**src/rtl/ntt_coef_reader.sv**
```systemverilog
// ntt_coef_reader: sequences BRAM reads over a linear or bit-reversed range and streams the data out
module ntt_coef_reader #(
  parameter int DW = 24,
  parameter int AW = 7,
  parameter int RD_LAT = 1,
  parameter int FIFO_DEPTH = RD_LAT + 2
) (
  input  logic          clk,
  input  logic          rst,
  input  logic          start,
  input  logic [AW-1:0] base,
  input  logic [AW:0]   len,
  input  logic          bitrev,
  output logic          busy,
  output logic          done,
  output logic          enb,
  output logic [AW-1:0] addrb,
  input  logic [DW-1:0] doutb,
  output logic          m_valid,
  input  logic          m_ready,
  output logic [DW-1:0] m_data,
  output logic          m_last
);
  localparam int PW = FIFO_DEPTH > 1 ? $clog2(FIFO_DEPTH) : 1;
  localparam int CW = $clog2(FIFO_DEPTH + RD_LAT + 2);
  typedef enum logic [1:0] {IDLE, RUN, DRAIN} state_t;
  state_t state;
  logic [AW-1:0] base_q, idx_r, addr_n;
  logic [AW:0] len_q, idx;
  logic rev_q, enb_last, push, pop, credit, last_issue;
  logic [RD_LAT-1:0] dl_v, dl_l;
  logic [DW-1:0] mem [FIFO_DEPTH];
  logic [FIFO_DEPTH-1:0] mem_l;
  logic [PW-1:0] wp, rp;
  logic [CW-1:0] count, outstanding;
  function automatic logic [PW-1:0] nxt(input logic [PW-1:0] p);
    return p == PW'(FIFO_DEPTH - 1) ? '0 : p + 1'b1;
  endfunction
  always_comb begin
    idx_r = '0;
    for (int i = 0; i < AW; i++) idx_r[i] = idx[AW-1-i];
  end
  // credits count every read not yet popped, including the one presented this cycle
  always_comb begin
    outstanding = count + CW'(enb) - CW'(pop);
    for (int i = 0; i < RD_LAT; i++) outstanding = outstanding + CW'(dl_v[i]);
  end
  assign credit = outstanding < CW'(FIFO_DEPTH);
  assign addr_n = base_q + (rev_q ? idx_r : idx[AW-1:0]);
  assign last_issue = idx == len_q - 1'b1;
  assign busy = state != IDLE;
  assign push = dl_v[RD_LAT-1];
  assign m_valid = count != '0;
  assign pop = m_valid & m_ready;
  assign m_data = m_valid ? mem[rp] : '0;
  assign m_last = m_valid & mem_l[rp];
  always_ff @(posedge clk) begin
    if (rst) begin
      state <= IDLE;
      enb <= 1'b0;
      enb_last <= 1'b0;
      addrb <= '0;
      done <= 1'b0;
      idx <= '0;
      base_q <= '0;
      len_q <= '0;
      rev_q <= 1'b0;
    end else begin
      done <= 1'b0;
      enb <= 1'b0;
      enb_last <= 1'b0;
      case (state)
        IDLE: if (start) begin
          if (len == '0) done <= 1'b1;
          else begin
            base_q <= base;
            len_q <= len;
            rev_q <= bitrev;
            idx <= {{AW{1'b0}}, 1'b1};
            enb <= 1'b1;
            addrb <= base;
            enb_last <= len == {{AW{1'b0}}, 1'b1};
            state <= len == {{AW{1'b0}}, 1'b1} ? DRAIN : RUN;
          end
        end
        RUN: if (credit) begin
          enb <= 1'b1;
          addrb <= addr_n;
          idx <= idx + 1'b1;
          enb_last <= last_issue;
          if (last_issue) state <= DRAIN;
        end
        DRAIN: if (pop && m_last) begin
          state <= IDLE;
          done <= 1'b1;
        end
        default: state <= IDLE;
      endcase
    end
  end
  always_ff @(posedge clk) begin
    if (rst) begin
      dl_v <= '0;
      dl_l <= '0;
      wp <= '0;
      rp <= '0;
      count <= '0;
    end else begin
      dl_v[0] <= enb;
      dl_l[0] <= enb_last;
      for (int i = 1; i < RD_LAT; i++) begin
        dl_v[i] <= dl_v[i-1];
        dl_l[i] <= dl_l[i-1];
      end
      if (push) begin
        mem[wp] <= doutb;
        mem_l[wp] <= dl_l[RD_LAT-1];
        wp <= nxt(wp);
      end
      if (pop) rp <= nxt(rp);
      count <= count + CW'(push) - CW'(pop);
    end
  end
endmodule

```
**config.mk**
```make
export PLATFORM = sky130hd
export DESIGN_NAME = ntt_coef_reader
export DESIGN_NICKNAME = d
export VERILOG_FILES = /design/src/rtl/ntt_coef_reader.sv
export SDC_FILE = /design/constraint.sdc
export NUM_CORES = 1
export LEC_CHECK = 0
export CORE_ASPECT_RATIO = 0.5
export CORE_MARGIN = 2
export CORE_UTILIZATION = 50
export CTS_BUF_LIST = sky130_fd_sc_hd__clkbuf_2 sky130_fd_sc_hd__clkbuf_4 sky130_fd_sc_hd__clkbuf_8
export CTS_CLUSTER_DIAMETER = 150
export DETAILED_ROUTE_END_ITERATION = 8
export PLACE_DENSITY = 0.77
export SETUP_SLACK_MARGIN = 0.02
export SYNTH_ARGS = -nofsm -noshare
export SYNTH_HDL_FRONTEND = slang
export SYNTH_SLANG_ARGS = --single-unit
```
**constraint.sdc**
```tcl
create_clock -name clk -period 3.6 [get_ports clk]
set_clock_uncertainty 0.1 [all_clocks]
set_input_delay 0.54 -clock clk [delete_from_list [all_inputs] [get_ports clk]]
set_output_delay 0.54 -clock clk [all_outputs]
set_load 0.02 [all_outputs]
```
==> impl_metrics.ini, run 1 <==
[global_routing]
grt_pass1_wl_um = 17600
grtUsageTotal = 0.186
grt_max_degree = 49
grt_overflow = 0
grt_pass1_vias = 3665
antenna_found_initial = 0

[critical_path]
max_stage_delay_ps = 410
path_cells = nor3_4 -> inv_1 -> nand2_1 -> inv_1 -> ha_1 -> fa_1 -> inv_1 -> fa_1 -> nand2b_1 -> and3_4 -> o21bai_2 -> buf_4 -> nor3_2 -> xnor2_1 -> nor2_1
end_kind = register
cpMostUsedCell = inv_1
crit_type = register to register
worstPathArrival_ps = 3410
start_kind = register
required_ps = 3810
crit_buf_inv = 4
critPathTopFamily = adder cells
slowest_stage = dfxtp_1
path_max_fanout = 12

[synth]
ys_async_sr_fraction = 0
synthTopCellsByCount = nor2_1 (87), edfxtp_1 (75), dfxtp_1 (47), a21oi_1 (44), mux2i_1 (38)
syn_nets = 543
synth_area_leaders = edfxtp_1 (41%), dfxtp_1 (17%), mux2i_1 (6.9%)
synth_mux_area_frac = 0.0771
synth-simple-area-share = 0.138
yosysMostFrequentCell = nor2_1
synth-adder-area-share = 0.0394
synth_edf_count = 75
synth.cell_area_um2 = 5520
seq_area_frac_synth = 0.578
ys_ff_latch = 122
synth_compound_gate_area_share = 0.0913
synth.avg_cell_area_um2 = 11.4
syn_inst = 484
yosysWarnings = 0
synth_top_cell_by_area = edfxtp_1
ys_types = 57
synth_xor_area_frac = 0.0390
synth_top_area_frac = 0.408
synth_top_family_by_area = simple AND/OR/NAND/NOR gates
synth_ff_type = edfxtp_1

[clock_network]
cts_root_buf = clkbuf_8
cts_setup_buffers = 0
cts_buffers = 17
insertion_delay_ps = 420
clk_pin_slew_ps = 80
cts-resized-gates = 0
clk_path_buf_depth = 2
holdBufCountCts = 0
cts_tree = built
htreeDepth = 4
cts_sinks = 122

[power]
vdd_drop_max_mv = 0.296
leakagePower_nw = 2.54
fin_total_pwr_w = 0.00431
p_per_area_nw_per_um2 = 625

[sta]
hold_viol = 0
max_freq_mhz = 312
slew_viol_final = 0
rsz0062_at_grt = false
period_share = 0.889
setup_tns_ps = 0
max_slew_margin = 0.464
fin_crit_ps = 3200
worst_slew_pin_slew_ps = 805
setup_viol = 0

[floorplanning]
fp.dieArea_um2 = 11900
initial_core_util = 0.507
die_w_um = 153
rows = 27
core_area_um2 = 10900
ioPinCount = 80
dieHeight_um = 78.3

[drt]
vias = 3742
first_pass_iters = 5
routed_via_density = 5.15
drt_iter0_drc = 172
drc_errors = 0
wirelength_um = 10600
drtAntennaViolNets = 0
wl_per_cell_um = 14.6

[placed_design]
portBuffers = 79
gp_congestion = 0.791
dp_hpwl_um = 6920

[outcome]
status = finished clean

[finish]
final_nets = 628
nFillCells = 884
final-seq-area_um2 = 3190
synthToLayoutAreaGrowth_pct = 24.9
drive_above_1_share = 0.117
multi_input_area_um2 = 2150
antenna_cells = 0

[job]
maxCapViolCount = 0

[min_path]
hold_path.class = register to register
==> layout make-up <==
class	instances	area share
sequential	122	0.463
multi-input combinational	317	0.311
timing repair buffer	90	0.127
clock buffer	17	0.0339
clock inverter	15	0.0270
tap	145	0.0263
inverter	21	0.0114
==> worst reg2reg max path, cell delays in order, from the launching register on <==
cell and delay, ps:
dfxtp_1 410, nor3_4 210, inv_1 80, nand2_1 80, inv_1 60, ha_1 310, fa_1 360, inv_1 70
fa_1 400, nand2b_1 130, and3_4 230, o21bai_2 70, buf_4 190, nor3_2 210, xnor2_1 140, nor2_1 50
==> cell families (layout without fill, tap and decap cells) <==
group | after synthesis | in the layout
and+or+nand+nor | 163 | 163
xor gates and xnor gates | 22 | 22
AOI/OAI and AO/OA | 75 | 75
DFF | 122 | 122
adders and majority gates | 15 | 15
buffers and inverters | 45 | 143
muxes | 42 | 42
==> worst paths after layout <==
kind	from	end	slack [ps]	cells past startpoint
setup reg to reg	count[1]	idx[7]	400	15
hold reg to reg	dl_l	mem_l[2]	360	0
hold / removal	dl_l	mem_l[2]	360	0
setup / recovery	count[1]	idx[7]	400	15
==> where the power goes <==
group / leakage, nW / internal [W] / switching (W)
Combinational: 1.28 / 0.000639 / 0.000713
Clock: 0.202 / 0.000697 / 0.000588
Sequential: 1.06 / 0.00158 / 0.0000962
==> sequential cells by signal, summed over array words and instances (netlist names), named ones only <==
| name | count |
|---|---|
| mem | 72 |
| idx | 8 |
| len_q | 8 |
| addrb | 7 |
| base_q | 7 |
| count | 3 |
| mem_l | 3 |
| rp | 2 |
| state | 2 |
| wp | 2 |
| dl_l | 1 |
| dl_v | 1 |
| done | 1 |
| enb | 1 |
| enb_last | 1 |
| rev_q | 1 |
==> stage by stage <==
stage          hold WS [ps]   util  setup WS, ps  instance area (um^2)  std cells
2_1_floorplan           314      -           260                  5520        484
3_3_place_gp            319  0.595           188                  6470        695
3_5_place_dp            327  0.595           135                  6470        695
4_1_cts                 363  0.634           374                  6900        727
5_1_grt                 379  0.634           223                  6900        727
6_report                355  0.634           398                  6900        727
==> layer usage <==
layer	GRT usage	wire, um	part of all wire
met5	0	0	0
met4	0.0537	119	0.011
met3	0.0447	365	0.034
met2	0.326	5240	0.49
met1	0.231	4890	0.46
==> cell usage in the layout (no fill, tap or decap), types with 4 or more instances in the layout <==
master and instances:
nand2b_1 5, nand2_1 27, ha_1 11, fa_1 4, nor3_1 12, inv_6 6
nor2b_1 4, clkbuf_8 17, dfxtp_1 46, xor2_1 9, mux2i_1 38, edfxtp_1 75
nor3_2 4, inv_1 21, nor2_1 87, nand4_1 4, buf_4 11, a21oi_1 44
mux2_2 4, a211oi_1 5, xnor2_1 11, clkdlybuf4s50_1 79
Power figures use the tool's default switching activity.
==> run 2, diff against run 1 <==
- HOLD_SLACK_MARGIN: default -> 0.15
==> results of run 2 <==
No change in the layout: final DEF, timing and power equal those of run 1.
